`src/rtl/mem_stage.sv`:
```
// RV32I MEM stage: issues dmem accesses, aligns store lanes, extends load data, registers MEM/WB.
// Define MEM_STAGE_PERF_EN to build the load/store/stall performance counters.
module mem_stage #(
  parameter int unsigned ADDR_W = 32,
  parameter int unsigned XLEN   = 32
) (
  input  logic              clk,
  input  logic              rst,
  input  logic              ex_valid,
  input  logic              ex_mem_re,
  input  logic              ex_mem_we,
  input  logic [2:0]        ex_funct3,
  input  logic [ADDR_W-1:0] ex_addr,
  input  logic [XLEN-1:0]   ex_wdata,
  input  logic [4:0]        ex_rd,
  input  logic              ex_regf_we,
  input  logic [XLEN-1:0]   ex_res,
  output logic              stall_out,
  output logic [ADDR_W-1:0] dmem_addr,
  output logic [3:0]        dmem_rmask,
  output logic [3:0]        dmem_wmask,
  output logic [XLEN-1:0]   dmem_wdata,
  input  logic [XLEN-1:0]   dmem_rdata,
  input  logic              dmem_resp,
  output logic              wb_valid,
  output logic [4:0]        wb_rd,
  output logic              wb_regf_we,
  output logic [XLEN-1:0]   wb_data,
  output logic              wb_misalign,
  output logic [31:0]       perf_loads,
  output logic [31:0]       perf_stores,
  output logic [31:0]       perf_stall_cyc
);

  typedef enum logic {S_IDLE, S_WAIT} state_e;

  state_e            state_q, state_d;
  logic [2:0]        f3_q, f3_d;
  logic [1:0]        a_q, a_d;
  logic [4:0]        rd_q, rd_d;
  logic              rwe_q, rwe_d;
  logic              load_q, load_d;
  logic [XLEN-1:0]   res_q, res_d;
  logic              wb_valid_q, wb_valid_d;
  logic [4:0]        wb_rd_q, wb_rd_d;
  logic              wb_rwe_q, wb_rwe_d;
  logic [XLEN-1:0]   wb_data_q, wb_data_d;
  logic              wb_mis_q, wb_mis_d;
  logic              stall_c;
  logic [3:0]        rmask_c, wmask_c;

  function automatic logic [3:0] lane_mask(input logic [2:0] f3, input logic [1:0] a);
    case (f3[1:0])
      2'b00:   return 4'b0001 << a;
      2'b01:   return 4'b0011 << a;
      default: return 4'b1111;
    endcase
  endfunction

  function automatic logic is_misaligned(input logic [2:0] f3, input logic [1:0] a);
    case (f3[1:0])
      2'b00:   return 1'b0;
      2'b01:   return a[0];
      default: return a != 2'b00;
    endcase
  endfunction

  logic [1:0]      ex_a;
  logic            ex_is_mem, ex_mis;
  logic [XLEN-1:0] rd_shift, load_val;

  assign ex_a      = ex_addr[1:0];
  assign ex_is_mem = ex_mem_re | ex_mem_we;
  assign ex_mis    = ex_is_mem & is_misaligned(ex_funct3, ex_a);
  assign rd_shift  = dmem_rdata >> {a_q, 3'b000};

  // Load extension from the latched width/sign code
  always_comb begin
    load_val = rd_shift;
    case (f3_q)
      3'b000:  load_val = {{(XLEN-8){rd_shift[7]}}, rd_shift[7:0]};
      3'b001:  load_val = {{(XLEN-16){rd_shift[15]}}, rd_shift[15:0]};
      3'b100:  load_val = {{(XLEN-8){1'b0}}, rd_shift[7:0]};
      3'b101:  load_val = {{(XLEN-16){1'b0}}, rd_shift[15:0]};
      default: load_val = rd_shift;
    endcase
  end

  // Next-state, request and writeback logic
  always_comb begin
    state_d    = state_q;
    f3_d       = f3_q;
    a_d        = a_q;
    rd_d       = rd_q;
    rwe_d      = rwe_q;
    load_d     = load_q;
    res_d      = res_q;
    wb_valid_d = wb_valid_q;
    wb_rd_d    = wb_rd_q;
    wb_rwe_d   = wb_rwe_q;
    wb_data_d  = wb_data_q;
    wb_mis_d   = wb_mis_q;
    stall_c    = 1'b0;
    rmask_c    = 4'b0000;
    wmask_c    = 4'b0000;
    case (state_q)
      S_IDLE: begin
        if (!ex_valid) begin
          wb_valid_d = 1'b0;
        end else if (ex_is_mem && !ex_mis) begin
          rmask_c    = ex_mem_re ? lane_mask(ex_funct3, ex_a) : 4'b0000;
          wmask_c    = (ex_mem_we && !ex_mem_re) ? lane_mask(ex_funct3, ex_a) : 4'b0000;
          stall_c    = 1'b1;
          f3_d       = ex_funct3;
          a_d        = ex_a;
          rd_d       = ex_rd;
          rwe_d      = ex_regf_we;
          load_d     = ex_mem_re;
          res_d      = ex_res;
          wb_valid_d = 1'b0;
          state_d    = S_WAIT;
        end else begin
          wb_valid_d = 1'b1;
          wb_rd_d    = ex_rd;
          wb_rwe_d   = ex_regf_we & ~ex_mis;
          wb_data_d  = ex_res;
          wb_mis_d   = ex_mis;
        end
      end
      S_WAIT: begin
        if (dmem_resp) begin
          wb_valid_d = 1'b1;
          wb_rd_d    = rd_q;
          wb_rwe_d   = rwe_q;
          wb_data_d  = load_q ? load_val : res_q;
          wb_mis_d   = 1'b0;
          state_d    = S_IDLE;
        end else begin
          stall_c    = 1'b1;
          wb_valid_d = 1'b0;
        end
      end
      default: state_d = S_IDLE;
    endcase
  end

  always_ff @(posedge clk) begin
    if (rst) begin
      state_q    <= S_IDLE;
      f3_q       <= 3'b000;
      a_q        <= 2'b00;
      rd_q       <= 5'd0;
      rwe_q      <= 1'b0;
      load_q     <= 1'b0;
      res_q      <= '0;
      wb_valid_q <= 1'b0;
      wb_rd_q    <= 5'd0;
      wb_rwe_q   <= 1'b0;
      wb_data_q  <= '0;
      wb_mis_q   <= 1'b0;
    end else begin
      state_q    <= state_d;
      f3_q       <= f3_d;
      a_q        <= a_d;
      rd_q       <= rd_d;
      rwe_q      <= rwe_d;
      load_q     <= load_d;
      res_q      <= res_d;
      wb_valid_q <= wb_valid_d;
      wb_rd_q    <= wb_rd_d;
      wb_rwe_q   <= wb_rwe_d;
      wb_data_q  <= wb_data_d;
      wb_mis_q   <= wb_mis_d;
    end
  end

  assign stall_out   = stall_c;
  assign dmem_addr   = {ex_addr[ADDR_W-1:2], 2'b00};
  assign dmem_rmask  = rmask_c;
  assign dmem_wmask  = wmask_c;
  assign dmem_wdata  = ex_wdata << {ex_a, 3'b000};
  assign wb_valid    = wb_valid_q;
  assign wb_rd       = wb_rd_q;
  assign wb_regf_we  = wb_rwe_q;
  assign wb_data     = wb_data_q;
  assign wb_misalign = wb_mis_q;

`ifdef MEM_STAGE_PERF_EN
  logic [31:0] loads_q, stores_q, stall_cyc_q;
  logic        resp_done;

  assign resp_done = (state_q == S_WAIT) && dmem_resp;

  always_ff @(posedge clk) begin
    if (rst) begin
      loads_q     <= 32'd0;
      stores_q    <= 32'd0;
      stall_cyc_q <= 32'd0;
    end else begin
      if (resp_done && load_q)  loads_q     <= loads_q + 32'd1;
      if (resp_done && !load_q) stores_q    <= stores_q + 32'd1;
      if (stall_c)              stall_cyc_q <= stall_cyc_q + 32'd1;
    end
  end

  assign perf_loads     = loads_q;
  assign perf_stores    = stores_q;
  assign perf_stall_cyc = stall_cyc_q;
`else
  assign perf_loads     = 32'd0;
  assign perf_stores    = 32'd0;
  assign perf_stall_cyc = 32'd0;
`endif

endmodule

```
`config.mk`:
```
export PLATFORM = sky130hd
export DESIGN_NAME = mem_stage
export DESIGN_NICKNAME = d
export VERILOG_FILES = /design/src/rtl/mem_stage.sv
export SDC_FILE = /design/constraint.sdc
export NUM_CORES = 1
export LEC_CHECK = 0
export ABC_AREA = 1
export CELL_PAD_IN_SITES_DETAIL_PLACEMENT = 0
export CELL_PAD_IN_SITES_GLOBAL_PLACEMENT = 1
export CORE_ASPECT_RATIO = 1.1
export CORE_MARGIN = 3
export CORE_UTILIZATION = 23
export CTS_BUF_LIST = sky130_fd_sc_hd__clkbuf_8
export CTS_CLUSTER_DIAMETER = 120
export CTS_CLUSTER_SIZE = 28
export DETAILED_ROUTE_END_ITERATION = 16
export HOLD_SLACK_MARGIN = 0.08
export PLACE_DENSITY_LB_ADDON = 0.3
export SETUP_SLACK_MARGIN = 0.2
export SYNTH_ARGS = -nofsm -noshare
export SYNTH_HDL_FRONTEND = slang
export SYNTH_SLANG_ARGS = --single-unit
```
`constraint.sdc`:
```
create_clock -name clk -period 1.2 [get_ports clk]
set_input_delay 0.12 -clock clk [delete_from_list [all_inputs] [get_ports clk]]
set_output_delay 0.12 -clock clk [all_outputs]
set_load 0.01 [all_outputs]
```
-- Word level (Yosys, flattened, before mapping)
Index checks and enable logic that the tools add are counted.
- $add $sub $neg: 0
- multipliers: 0
- div/mod/pow operators: 0
- $lt $le $gt $ge: 0
- equality and inequality tests: 7
- shifts and indexed selects: 4
- mux-type cells: 36
- bitwise gates (word level): 5
- reduce and logical (&&, ||, !) cells: 9
- operators by type and width (kind ; count):
    2-to-1 mux 32 bit ; 4
    case mux 32 bit (4 select lines) ; 1
    case mux 32 bit (2 select lines) ; 1
    2-to-1 mux 4 bit ; 8
    left shift 32 x 5 -> 32 bit ; 1
    >> shifter 32 x 5 -> 32 bit ; 1
    2-to-1 mux 5 bit ; 3
    2-to-1 mux 1 bit ; 12
    case mux 1 bit (2 select lines) ; 5
    case mux 5 bit (2 select lines) ; 1
    case mux 4 bit (2 select lines) ; 1
    equality test 3 bit (second input constant) ; 2
    inequality test 2 bit (second input constant) ; 3
    AND reduction 3 bit ; 2
    left shift 1 x 2 -> 4 bit (first input constant) ; 1
    left shift 2 x 2 -> 4 bit (first input constant) ; 1
    equality test 3 x 1 -> 1 bit (second input constant) ; 1
    logical NOT 3 bit ; 1
    AND 1 bit ; 2
    equality test 2 x 1 -> 1 bit (second input constant) ; 1
    logical AND 1 bit ; 2
    logical NOT 1 bit ; 2
    logical NOT 2 bit ; 1
    NOT 1 bit ; 2
    other kinds (2) ; 2
- register bits: 85
- latch bits: 0
- memory bits (writable): 0
- ROM bits: 0
- bits of input ports: 143
- output and inout bits: 209
- logic and storage cells: 73
- memories: 0

-- Longest topological paths before layout
Gate-level depths: netlist of the first run.
- word-level depth: 8
- gate-level depth with buffers: 11
- mapped depth without buffers: 10

-- Least setup slack after synthesis of the first run
No wires, ideal clock.
- path kind: reg2out
- start point: reg state_q
- end point: out dmem_wmask[0]
- arrival: 1212 ps
- data required time: 1080 ps
- setup slack: -132 ps
- stages on the path, launching flop included: 8
- path buffers: 2
- cells stage by stage: dfxtp_1 buf_4 inv_4 nand2_1 nor2_4 buf_4 nand3b_1 nor2_1
- longest elaborated chain between the ends: 1
- ends and longest elaborated chain (what ; RTL line ; source):
    start, declared ; 37 ; state_e state_q, state_d;
    start signal, assigned ; 162 ; state_q <= state_d;
    2-to-1 mux 4 bit ; 106 ; case (state_q)
    end, declared ; 21 ; output logic [3:0] dmem_wmask,
Every way passes these cells.

-- Final worst setup path of the first run
- start point: reg state_q
- end point: out dmem_wmask[1]
Same word-level chain as after synthesis.

==> qor.csv, run 1 <==
metric,value,unit
Async SR Flop Fraction,0,%
Crit. End Element,output port,
WP depth,8,
Core Footprint,0.0256,sq mm
WP buf/inv,4,
Mapped Area,0.00603,sq mm
most frequent cells in the layout,"nor2_1, conb_1, buf_4, buf_6, clkdlybuf4s50_1",
GR peak layer,met2,
main combinational cell family by area after synthesis,simple AND/OR/NAND/NOR gates,
Avg WL per Cell,16.7,microns
Sink Count,85,
flop and latch count out of synthesis,85,
crit-path max FO,3,
"commonest non-fill, non-tap cell in the layout",nor2_1,
status,"complete, but fails checks",
Fillers,2508,
Yosys top cell area share,28.2,%
CTS Buf Count,9,
hold slack,0.122,ns
Post-synth EDFFs,0,
post-DR vias/cell,4.43,
boundary pin count,352,
post-layout util,45.9,%
num rows,61,
Post-CTS Hold Buffers,0,
RSZ-0062 raised after global routing,yes,
"Slowest-stage cell, CP",dfxtp_4,
worst hold path type,in2reg,
Post-Synth Adder-Cell Area,0,%
XOR/XNOR Fraction of Synth Area,0,%
Setup Skew,0.0154,ns
total number of yosys warnings,0,
synth top area cells,"dfxtp_1, buf_4, o21ai_0",
PortBufs,193,
initial antenna violation count,1,
cell accounting for the most synthesized area,dfxtp_1,
Vias,7067,
met2 usage,31.3,%
share of cells above drive strength 1,54.6,%
Sequential Area,0.00176,sq mm
CTS Buffer Depth,2,
clock tree root buffer cell,clkbuf_8,
Reg2Reg Depth,10,
die height,176,microns
largest net degree at the start of global routing,29,
Critical Path Source Type,register,
Die Area,0.0282,sq mm
minimum clock period,1.67,ns
final WL,26600,microns
first-pass GRT wire length,38600,microns
Total Neg Setup Slack,-22.70,ns
Syn Inst Count,918,
remaining global-route overflow,0,
worst path required time,1.08,ns
peak supply drop,0.696,mV
GPL Wtd Cong,0.810,
DP Worst Slack,-1.06,ns
H-tree depth,3,
area of the multi-input gates,0.00470,sq mm
final setup fails,107,
ANT cells,0,
Die Wd,160,microns
1st-iter DRT viols,199,
PnR worst setup slack,-0.469,ns
met1 Resource Use GR,20.2,%
ANT nets after route,0,
post-synthesis mux area share,0.166,%
Yosys cell types,37,
static leakage,0.00510,uW
GR Util met3,4.10,%
clk slew on worst S/H paths,0.09,ns
r2r setup slk,-0.31,ns
failing checks,setup timing,
cells along the critical path,clkinv_4 -> nand2_4 -> nor2_4 -> nand3b_1 -> buf_4 -> buf_6 -> nor2_4 -> buf_6,
Synth Area in Simple Gates,25.9,%
HPWL after DPL,17000,microns
Total GRT Usage,17.3,%
DRC,0,
Total Power,10200,uW
drt first pass iters,5,
"CP delay by family, top",buffers and inverters,
worst skew pair latency,0.39,ns
Max Slew Vio Count,0,
critical path arrival,1.55,ns
power density cells,872,mW/mm^2
Area Overhead vs Synth,94.5,%
Nets,1386,
Starting Density,23.6,%
Final Hold Violating Endpoints,0,
WS Path Type,reg2out,
top_reg_cell synth,dfxtp_1,
fin crit share,139,%
CTS tree,done,
vias in the first global route,6963,
# Max-Cap Violations,0,
Compound-Gate Fraction of Synth Area,20.8,%
Mean Syn Cell Area,6.57,sq um
fmax,599,MHz
CP peak stage delay,0.36,ns
WHS Path Cells,4,
sequential cell area fraction in the yosys report,28.2,%
[power by group]
| part | switching (uW) | internal, uW |
|---|---|---|
| clock network | 1220 | 1200 |
| logic | 2260 | 2280 |
| registers | 183 | 3090 |
[flip-flops by register name, indices dropped and copies added (netlist names)]
| signal | count |
|---|---|
| res_q | 32 |
| wb_data | 32 |
| rd_q | 5 |
| wb_rd | 5 |
| f3_q | 3 |
| a_q | 2 |
| load_q | 1 |
| rwe_q | 1 |
| state_q | 1 |
| wb_misalign | 1 |
| wb_regf_we | 1 |
| wb_valid | 1 |
[stage by stage]
| step | area [sq um] | instances |
|---|---|---|
| 2_1_floorplan | 6690 | 1015 |
| 3_3_place_gp | 8580 | 1464 |
| 4_1_cts | 10400 | 1563 |
| 3_5_place_dp | 8580 | 1464 |
| 5_1_grt | 11700 | 1594 |
| 6_report | 11700 | 1594 |
[worst register-to-register path, cell delays in order, from the launching register on]
cell and delay [ns]:
dfxtp_4 0.37, clkinv_4 0.05, nand2_4 0.07, nor2_4 0.04, buf_6 0.12, buf_6 0.12, buf_12 0.14, buf_8 0.13
buf_12 0.14, o21ai_1 0.17, a21oi_2 0.05
[layer usage]
| layer | vias up | share of wire, % |
|---|---|---|
| met5 | - | 0.030 |
| met4 | 2 | 2.8 |
| met3 | 52 | 6.6 |
| met2 | 260 | 51 |
| met1 | 3324 | 40 |
| li1 | 3429 | - |
[what timing repair did]
item / CTS / global route
gates cloned: 20 / 2
pin swaps: 62 / 101
buffers inserted: 63 / 29
setup endpoints to repair: 166 / 144
resized for setup: 686 / 291
[cells by family (layout without fill, tap and decap cells)]
group                  count (synthesis)  in the layout
and+or+nand+nor                      359            361
other                                  1             98
DFF                                   85             85
AOI/OAI and AO/OA                    235            235
muxes                                  1              1
buffers and inverters                237            468
[area by class of cell]
class	instances	area share, %
Clock buffer	9	1.06
Timing Repair inverter	2	0.277
Timing Repair Buffer	398	36.9
Tap cell	346	3.69
Inverter	52	2.11
Sequential cell	85	15.0
Clock inverter	7	0.885
Multi-Input combinational cell	695	40.1
[worst paths after layout]
| check | startpoint | end |
|---|---|---|
| max | state_q | dmem_wmask[1] |
| max reg2reg | state_q | res_q[23] |
| min reg2reg | wb_data[2] | wb_data[2] |
| min | ex_addr[1] | a_q[1] |
[Yosys cell counts, types with 2 or more instances]
| cell | instances |
|---|---|
| buf_2 | 12 |
| o21ai_1 | 2 |
| o21ai_0 | 124 |
| a22oi_1 | 8 |
| inv_4 | 3 |
| dfxtp_1 | 85 |
| and2_0 | 7 |
| nor3_1 | 2 |
| o21ai_2 | 8 |
| clkbuf_1 | 26 |
| nand2_8 | 2 |
| buf_4 | 137 |
| inv_2 | 2 |
| nand3_4 | 2 |
| nand2_1 | 126 |
| nor2_1 | 164 |
| nand2_2 | 12 |
| inv_1 | 45 |
| buf_6 | 8 |
| nand2_4 | 3 |
| nand3_1 | 35 |
| o32ai_1 | 7 |
| a21oi_1 | 84 |
Note: power is estimated with default switching activity, not from simulation.
==> inputs of run 2 (changes only) <==
--- a/config.mk
+++ b/config.mk
@@ -5,12 +5,12 @@
 export SDC_FILE = /design/constraint.sdc
 export NUM_CORES = 1
 export LEC_CHECK = 0
-export ABC_AREA = 1
+export ABC_AREA = 0
 export CELL_PAD_IN_SITES_DETAIL_PLACEMENT = 0
 export CELL_PAD_IN_SITES_GLOBAL_PLACEMENT = 1
 export CORE_ASPECT_RATIO = 1.1
 export CORE_MARGIN = 3
-export CORE_UTILIZATION = 23
+export CORE_UTILIZATION = 24
 export CTS_BUF_LIST = sky130_fd_sc_hd__clkbuf_8
 export CTS_CLUSTER_DIAMETER = 120
 export CTS_CLUSTER_SIZE = 28
==> run 2 against run 1 <==
  * The run still ends with setup timing left
  * Worst hold slack better by 0.11 ns
  * Count of clock-buffer cells in the layout unchanged
  * Non-clock buffer count down 22
  * Cell area down 6.3%
  * Critical path depth down 2
  * Clock skew down 0.0031 ns
  * Flip-flop and latch count unchanged
  * Worst setup slack worse by 0.073 ns
  * Largest cell class unchanged
  * Highest routed layer is now met4
==> qor.csv, run 2 <==
metric,value,unit,change
status,"complete, but fails checks",,unchanged
failing checks,setup timing,,unchanged
top_reg_cell synth,dfxtp_1,,unchanged
PortBufs,193,,unchanged
# Max-Cap Violations,0,,unchanged
sequential cell area fraction in the yosys report,28.9,%,was 28.2%
Setup Skew,0.0123,ns,was 0.0154 ns
cell repeated most along the worst path,mux2i_1,,
"count leader, synth",nand2_1,,was nor2_1
static leakage,0.00457,uW,was 0.00510 uW
minimum clock period,1.74,ns,was 1.67 ns
Placed Area,0.00841,sq mm,was 0.00858 sq mm
drt first pass iters,4,,was 5
flop and latch count out of synthesis,85,,unchanged
WL met2,13200,microns,was 13500 microns
worst flop-to-flop path endpoint,wb_data[22],,was res_q[23]
Total GRT Usage,17.7,%,was 17.3%
Area Overhead vs Synth,86.6,%,was 94.5%
boundary pin count,352,,unchanged
Mapped Area,0.00589,sq mm,was 0.00603 sq mm
synth top area cells,"dfxtp_1, buf_4, nand2_1",,"was dfxtp_1, buf_4, o21ai_0"
critical path arrival,2.01,ns,was 1.55 ns
RR Startpoint,a_q[1],,was state_q
Reg2Reg Depth,6,,was 10
Yosys top cell area share,28.9,%,was 28.2%
Nets,1231,,was 1386
1st-iter DRT viols,233,,was 199
CTS Buffer Depth,2,,unchanged
hold wc startpoint,rst,,was ex_addr[1]
Die Area,0.0265,sq mm,was 0.0282 sq mm
share of cells above drive strength 1,52.2,%,was 54.6%
Crit. End Element,register,,was output port
die height,170,microns,was 176 microns
routed metal-1 wirelength,10100,microns,was 10600 microns
num rows,59,,was 61
Finished Cell Area,0.0110,sq mm,was 0.0117 sq mm
HPWL after DPL,17500,microns,was 17000 microns
CP peak stage delay,0.39,ns,was 0.36 ns
largest net degree at the start of global routing,42,,was 29
total number of yosys warnings,0,,unchanged
Final Hold Violating Endpoints,0,,unchanged
post-layout util,46.0,%,was 45.9%
Syn Inst Count,788,,was 918
"commonest non-fill, non-tap cell in the layout",conb_1,,was nor2_1
ANT nets after route,0,,unchanged
Mean Syn Cell Area,7.48,sq um,was 6.57 sq um
H-tree depth,3,,unchanged
worst skew pair latency,0.40,ns,was 0.39 ns
RSZ-0062 raised after global routing,yes,,unchanged
Starting Density,24.6,%,was 23.6%
Avg WL per Cell,18.2,microns,was 16.7 microns
"Slowest-stage cell, CP",dfxtp_4,,unchanged
final setup fails,102,,was 107
hold endpoint,res_q[13],,was a_q[1]
Max Slew Vio Count,0,,unchanged
worst hold path type,in2reg,,unchanged
DP Worst Slack,-0.890,ns,was -1.06 ns
Vias,6510,,was 7067
worst path required time,1.46,ns,was 1.08 ns
cell accounting for the most synthesized area,dfxtp_1,,unchanged
GPL Wtd Cong,0.777,,was 0.810
Core Footprint,0.0239,sq mm,was 0.0256 sq mm
r2r setup slk,-0.54,ns,was -0.31 ns
most frequent cells in the layout,"conb_1, buf_4, buf_6, clkdlybuf4s50_1, nand2_1",,"was nor2_1, conb_1, buf_4, buf_6, clkdlybuf4s50_1"
vias in the first global route,6340,,was 6963
Yosys cell types,37,,unchanged
peak supply drop,0.516,mV,was 0.696 mV
initial antenna violation count,1,,unchanged
metal3 WL,1640,microns,was 1750 microns
Critical Path Source Type,register,,unchanged
CTS Buf Count,9,,unchanged
clk slew on worst S/H paths,0.10,ns,was 0.09 ns
first-pass GRT wire length,36100,microns,was 38600 microns
DRC,0,,unchanged
WHS Path Cells,3,,was 4
cells along the critical path,mux2i_2 -> mux2i_1 -> mux2i_1 -> o311a_4 -> buf_12 -> a221oi_2,,was clkinv_4 -> nand2_4 -> nor2_4 -> nand3b_1 -> buf_4 -> buf_6 -> nor2_4 -> buf_6
Sink Count,85,,unchanged
fmax,574,MHz,was 599 MHz
PnR worst setup slack,-0.542,ns,was -0.469 ns
Post-synth EDFFs,0,,unchanged
Async SR Flop Fraction,0,%,unchanged
Total Power,9130,uW,was 10200 uW
CTS tree,done,,unchanged
post-DR vias/cell,4.65,,was 4.43
power density cells,831,mW/mm^2,was 872 mW/mm^2
top routing layer used,met4,,was met5
crit-path max FO,8,,was 3
final WL,25400,microns,was 26600 microns
Die Wd,155,microns,was 160 microns
clock tree root buffer cell,clkbuf_8,,unchanged
remaining global-route overflow,0,,unchanged
fin crit share,145,%,was 139%
synth cell count leaders,"nand2_1, buf_4, dfxtp_1, a21oi_1, mux2i_1",,"was nor2_1, buf_4, nand2_1, o21ai_0, dfxtp_1"
Total Neg Setup Slack,-35.77,ns,was -22.70 ns
WS Path Type,reg2reg,,was reg2out
## run 2: cell types whose count changed after synthesis, moves of 16 or more
cell and change:
nor2_1 -120, inv_1 -27, mux2i_1 +49, or3_1 +17
o21ai_0 -78, o211ai_1 +17, nand3_1 -33, o22ai_1 +16
a211oi_1 +17
## run 2: through the flow
| stage | std cells | hold slack [ns] |
|---|---|---|
| floorplan | 885 | 0.256 |
| global placement | 1302 | 0.240 |
| detailed placement | 1302 | 0.240 |
| CTS | 1375 | 0.195 |
| global route | 1399 | 0.234 |
| finish | 1399 | 0.232 |
## run 2: power by group
group	total, uW	internal, uW	switching [uW]
clock	2260	997	1260
sequential	3180	3030	151
combinational	3690	1910	1780
## run 2: metal layers
metal  up-vias  track usage [%]
li1       3107                -
met1      3122             20.9
met2       246             32.4
met3        35             3.43
met4         0             5.33
met5         -                0
## run 2: logic make-up (layout without fill, tap and decap cells)
logic type             after synthesis  after routing  share of synthesized area, %
buffers and inverters              202            410                          21.6
muxes                               50             50                          8.49
AOI/OAI and AO/OA                  204            204                          22.6
DFF                                 85             85                          28.9
other                                1             99                        0.0636
and+or+nand+nor                    246            246                          18.3
## run 2: timing repair
action | 4_1_cts | 5_1_grt
pin swaps | 82 | 103
cloned | 11 | 2
endpoints found under the setup margin | 166 | 148
hold endpoints to repair | 4 | 0
gates resized for setup | 648 | 205
hold buffers | 1 | 0
buffers inserted | 45 | 21
## run 2: cell type report
cell class,instances,area (sq um)
diodes,1,2.50
flip-flops and latches,85,1770
fillers,2376,12900
clock buffers,9,124
clock inverters,7,80.1
multi-input cells,598,4610
repair buffers,376,3960
inverters,18,67.6
well taps,305,382
## run 2: critical path: cells and delay by family (launching register included)
family | cells | cell delay (ns)
muxes | 3 | 0.76
DFF | 1 | 0.39
AOI/OAI and AO/OA | 2 | 0.32
buffers and inverters | 1 | 0.15
## run 2: how the worst max path moves through the flow
stage | end | startpoint | slack (ns) | cells past startpoint
floorplan | wb_data[16] | a_q[1] | -0.40 | 7
global placement | dmem_wmask[3] | ex_funct3[1] | -0.88 | 7
detailed placement | dmem_wmask[1] | ex_valid | -0.89 | 6
CTS | wb_data[16] | a_q[1] | -0.54 | 7
global route | wb_data[24] | a_q[1] | -0.60 | 7
finish | wb_data[22] | a_q[1] | -0.54 | 6
==> inputs of run 3 (changes only) <==
--- a/config.mk
+++ b/config.mk
@@ -10,7 +10,7 @@
 export CELL_PAD_IN_SITES_GLOBAL_PLACEMENT = 1
 export CORE_ASPECT_RATIO = 1.1
 export CORE_MARGIN = 3
-export CORE_UTILIZATION = 24
+export CORE_UTILIZATION = 26
 export CTS_BUF_LIST = sky130_fd_sc_hd__clkbuf_8
 export CTS_CLUSTER_DIAMETER = 120
 export CTS_CLUSTER_SIZE = 28
==> constraint.sdc (replaced) <==
create_clock -name clk -period 2 [get_ports clk]
set_input_delay 0.2 -clock clk [delete_from_list [all_inputs] [get_ports clk]]
set_output_delay 0.2 -clock clk [all_outputs]
set_load 0.01 [all_outputs]
==> run 3 against run 2 <==
  * The run now ends clean
  * Worst hold slack gained 0.050 ns
  * Total power is 50% lower
  * Sequential power decreased by 41%
  * Clock power is 48% lower
  * Largest power group is now sequential cells
  * Utilization is 8.9 points lower
  * Flip-flop and latch count unchanged
  * Final cell count decreased by 8.8%
==> qor.csv, run 3 (synthesis gave the netlist of run 2 again) <==
metric,value,unit,change
status,finished clean,,"was complete, but fails checks"
H-tree depth,3,,unchanged
fmax,579,MHz,was 574 MHz
Total GRT Usage,16.3,%,was 17.7%
CTS Buffer Depth,2,,unchanged
Reg power frac,41.4,%,was 34.9%
Int Pwr,3030,uW,was 5940 uW
PortBufs,193,,unchanged
CTS tree,done,,unchanged
worst hold path type,in2reg,,unchanged
Critical Path Source Type,register,,unchanged
Nets,1119,,was 1231
RSZ-0062 raised after global routing,yes,,unchanged
clock tree root buffer cell,clkbuf_8,,unchanged
Max Slew Vio Count,0,,unchanged
Finished Cell Area,0.00822,sq mm,was 0.0110 sq mm
first-pass GRT wire length,31200,microns,was 36100 microns
Core Footprint,0.0222,sq mm,was 0.0239 sq mm
Post-CTS Hold Buffers,0,,was 1
power density cells,551,mW/mm^2,was 831 mW/mm^2
crit path from,a_q[1],,unchanged
NetSw,1500,uW,was 3190 uW
worst path required time,2.28,ns,was 1.46 ns
Die Wd,150,microns,was 155 microns
largest net degree at the start of global routing,86,,was 42
Comb pwr share,32.5,%,was 40.4%
Final Hold Violating Endpoints,0,,unchanged
die height,164,microns,was 170 microns
Area Overhead vs Synth,39.5,%,was 86.6%
DRC,0,,unchanged
drt first pass iters,5,,was 4
peak supply drop,0.229,mV,was 0.516 mV
Fillers,2390,,was 2376
critical path arrival,2.01,ns,about the same
Sink Count,85,,unchanged
Avg WL per Cell,16.4,microns,was 18.2 microns
WS Path Type,reg2reg,,unchanged
# Max-Cap Violations,0,,unchanged
final setup fails,0,,was 102
Placed Area,0.00787,sq mm,was 0.00841 sq mm
Die Area,0.0245,sq mm,was 0.0265 sq mm
Sequential Area,0.00171,sq mm,was 0.00177 sq mm
Setup Skew,0.00898,ns,was 0.0123 ns
worst skew pair latency,0.37,ns,was 0.40 ns
Total Neg Setup Slack,0,ns,was -35.77 ns
Tightest Pin Transition,0.534,ns,
clock share of power,26.0,%,was 24.7%
final WL,21000,microns,was 25400 microns
num rows,57,,was 59
fin crit share,86.4,%,was 145%
ANT cells,0,,was 1
static leakage,0.00317,uW,was 0.00457 uW
share of cells above drive strength 1,13.5,%,was 52.2%
crit-path max FO,8,,unchanged
boundary pin count,352,,unchanged
RR Startpoint,a_q[1],,unchanged
1st-iter DRT viols,186,,was 233
vias in the first global route,5557,,was 6340
Starting Density,26.6,%,was 24.6%
area of the multi-input gates,0.00341,sq mm,was 0.00461 sq mm
sw frac,33.1,%,was 35.0%
hold wc startpoint,ex_addr[0],,was rst
clk slew on worst S/H paths,0.09,ns,was 0.10 ns
CTS Buf Count,9,,unchanged
"commonest non-fill, non-tap cell in the layout",clkdlybuf4s50_1,,was conb_1
Vias,5783,,was 6510
GPL Wtd Cong,0.766,,was 0.777
post-DR vias/cell,4.53,,was 4.65
Rel. slew slack,64.4,%,
remaining global-route overflow,0,,unchanged
Crit. End Element,register,,unchanged
minimum clock period,1.73,ns,was 1.74 ns
HPWL after DPL,15700,microns,was 17500 microns
most frequent cells in the layout,"clkdlybuf4s50_1, nand2_1, conb_1, dfxtp_1, a21oi_1",,"was conb_1, buf_4, buf_6, clkdlybuf4s50_1, nand2_1"
initial antenna violation count,0,,was 1
ANT nets after route,0,,unchanged
-- run 3: cell types whose count changed in the layout (fill, tap and decap cells not counted), sizes merged, moves of 2 or more --
cell and change:
buf -189, clkdlybuf4s50 +75, clkbuf +5, inv -3, clkinv +2, dlygate4sd2 -2
dlymetal6s2s +2
-- run 3: per-layer routing --
metal | wire (microns) | global-route usage [%]
met1 | 8640 | 19.9
met2 | 10400 | 28.6
met3 | 1660 | 4.03
met4 | 277 | 4.00
met5 | 0 | 0
-- run 3: cell type report --
cell class,instances,share of cell area (%)
tap,295,4.49
clock inverter,5,0.320
multi-input combinational,598,41.5
clock buffer,11,1.84
timing repair buffer,264,30.2
sequential,85,20.8
inverter,18,0.822
-- run 3: per-stage QoR --
step | total power, uW | instances | setup slack [ns] | hold slack (ns) | util [%]
floorplan | 2790 | 885 | 0.398 | 0.336 | -
global placement | 3370 | 1252 | -0.237 | 0.400 | 35.5
detailed placement | 3370 | 1252 | -0.253 | 0.400 | 35.5
CTS | 4570 | 1273 | 0.158 | 0.346 | 36.5
global route | 4810 | 1276 | 0.168 | 0.301 | 37.1
finish | 4530 | 1276 | 0.272 | 0.282 | 37.1
-- run 3: path summary, 6_finish.rpt --
kind / to / slack, ns / depth (start not counted)
setup / recovery: wb_data[30] / 0.27 / 7
hold / removal: a_q[0] / 0.28 / 4
setup reg to reg: wb_data[30] / 0.27 / 7
hold reg to reg: res_q[26] / 0.45 / 2
-- run 3: repair_timing --
action,4_1_cts,5_1_grt
setup endpoints to repair,63,43
hold endpoints to repair,0,0
pin swaps,2,1
resized for setup,65,36
buffers inserted,4,2
cloned,1,1
-- run 3: worst max-delay path, stage by stage, from the launching register on --
cell and delay (ns):
dfxtp_4 0.37, buf_8 0.12, nand2b_4 0.13, mux2i_1 0.13
mux2i_1 0.11, o311a_4 0.35, buf_12 0.16, a221oi_2 0.26
-- run 3: power by group through the flow --
stage          logic (uW)  clock network [uW]  registers (uW)
3_5_place_dp         1460                   0            1920
2_1_floorplan         856                   0            1930
3_3_place_gp         1460                   0            1910
6_report             1470                1180            1880
4_1_cts              1450                1240            1880
5_1_grt              1620                1300            1890
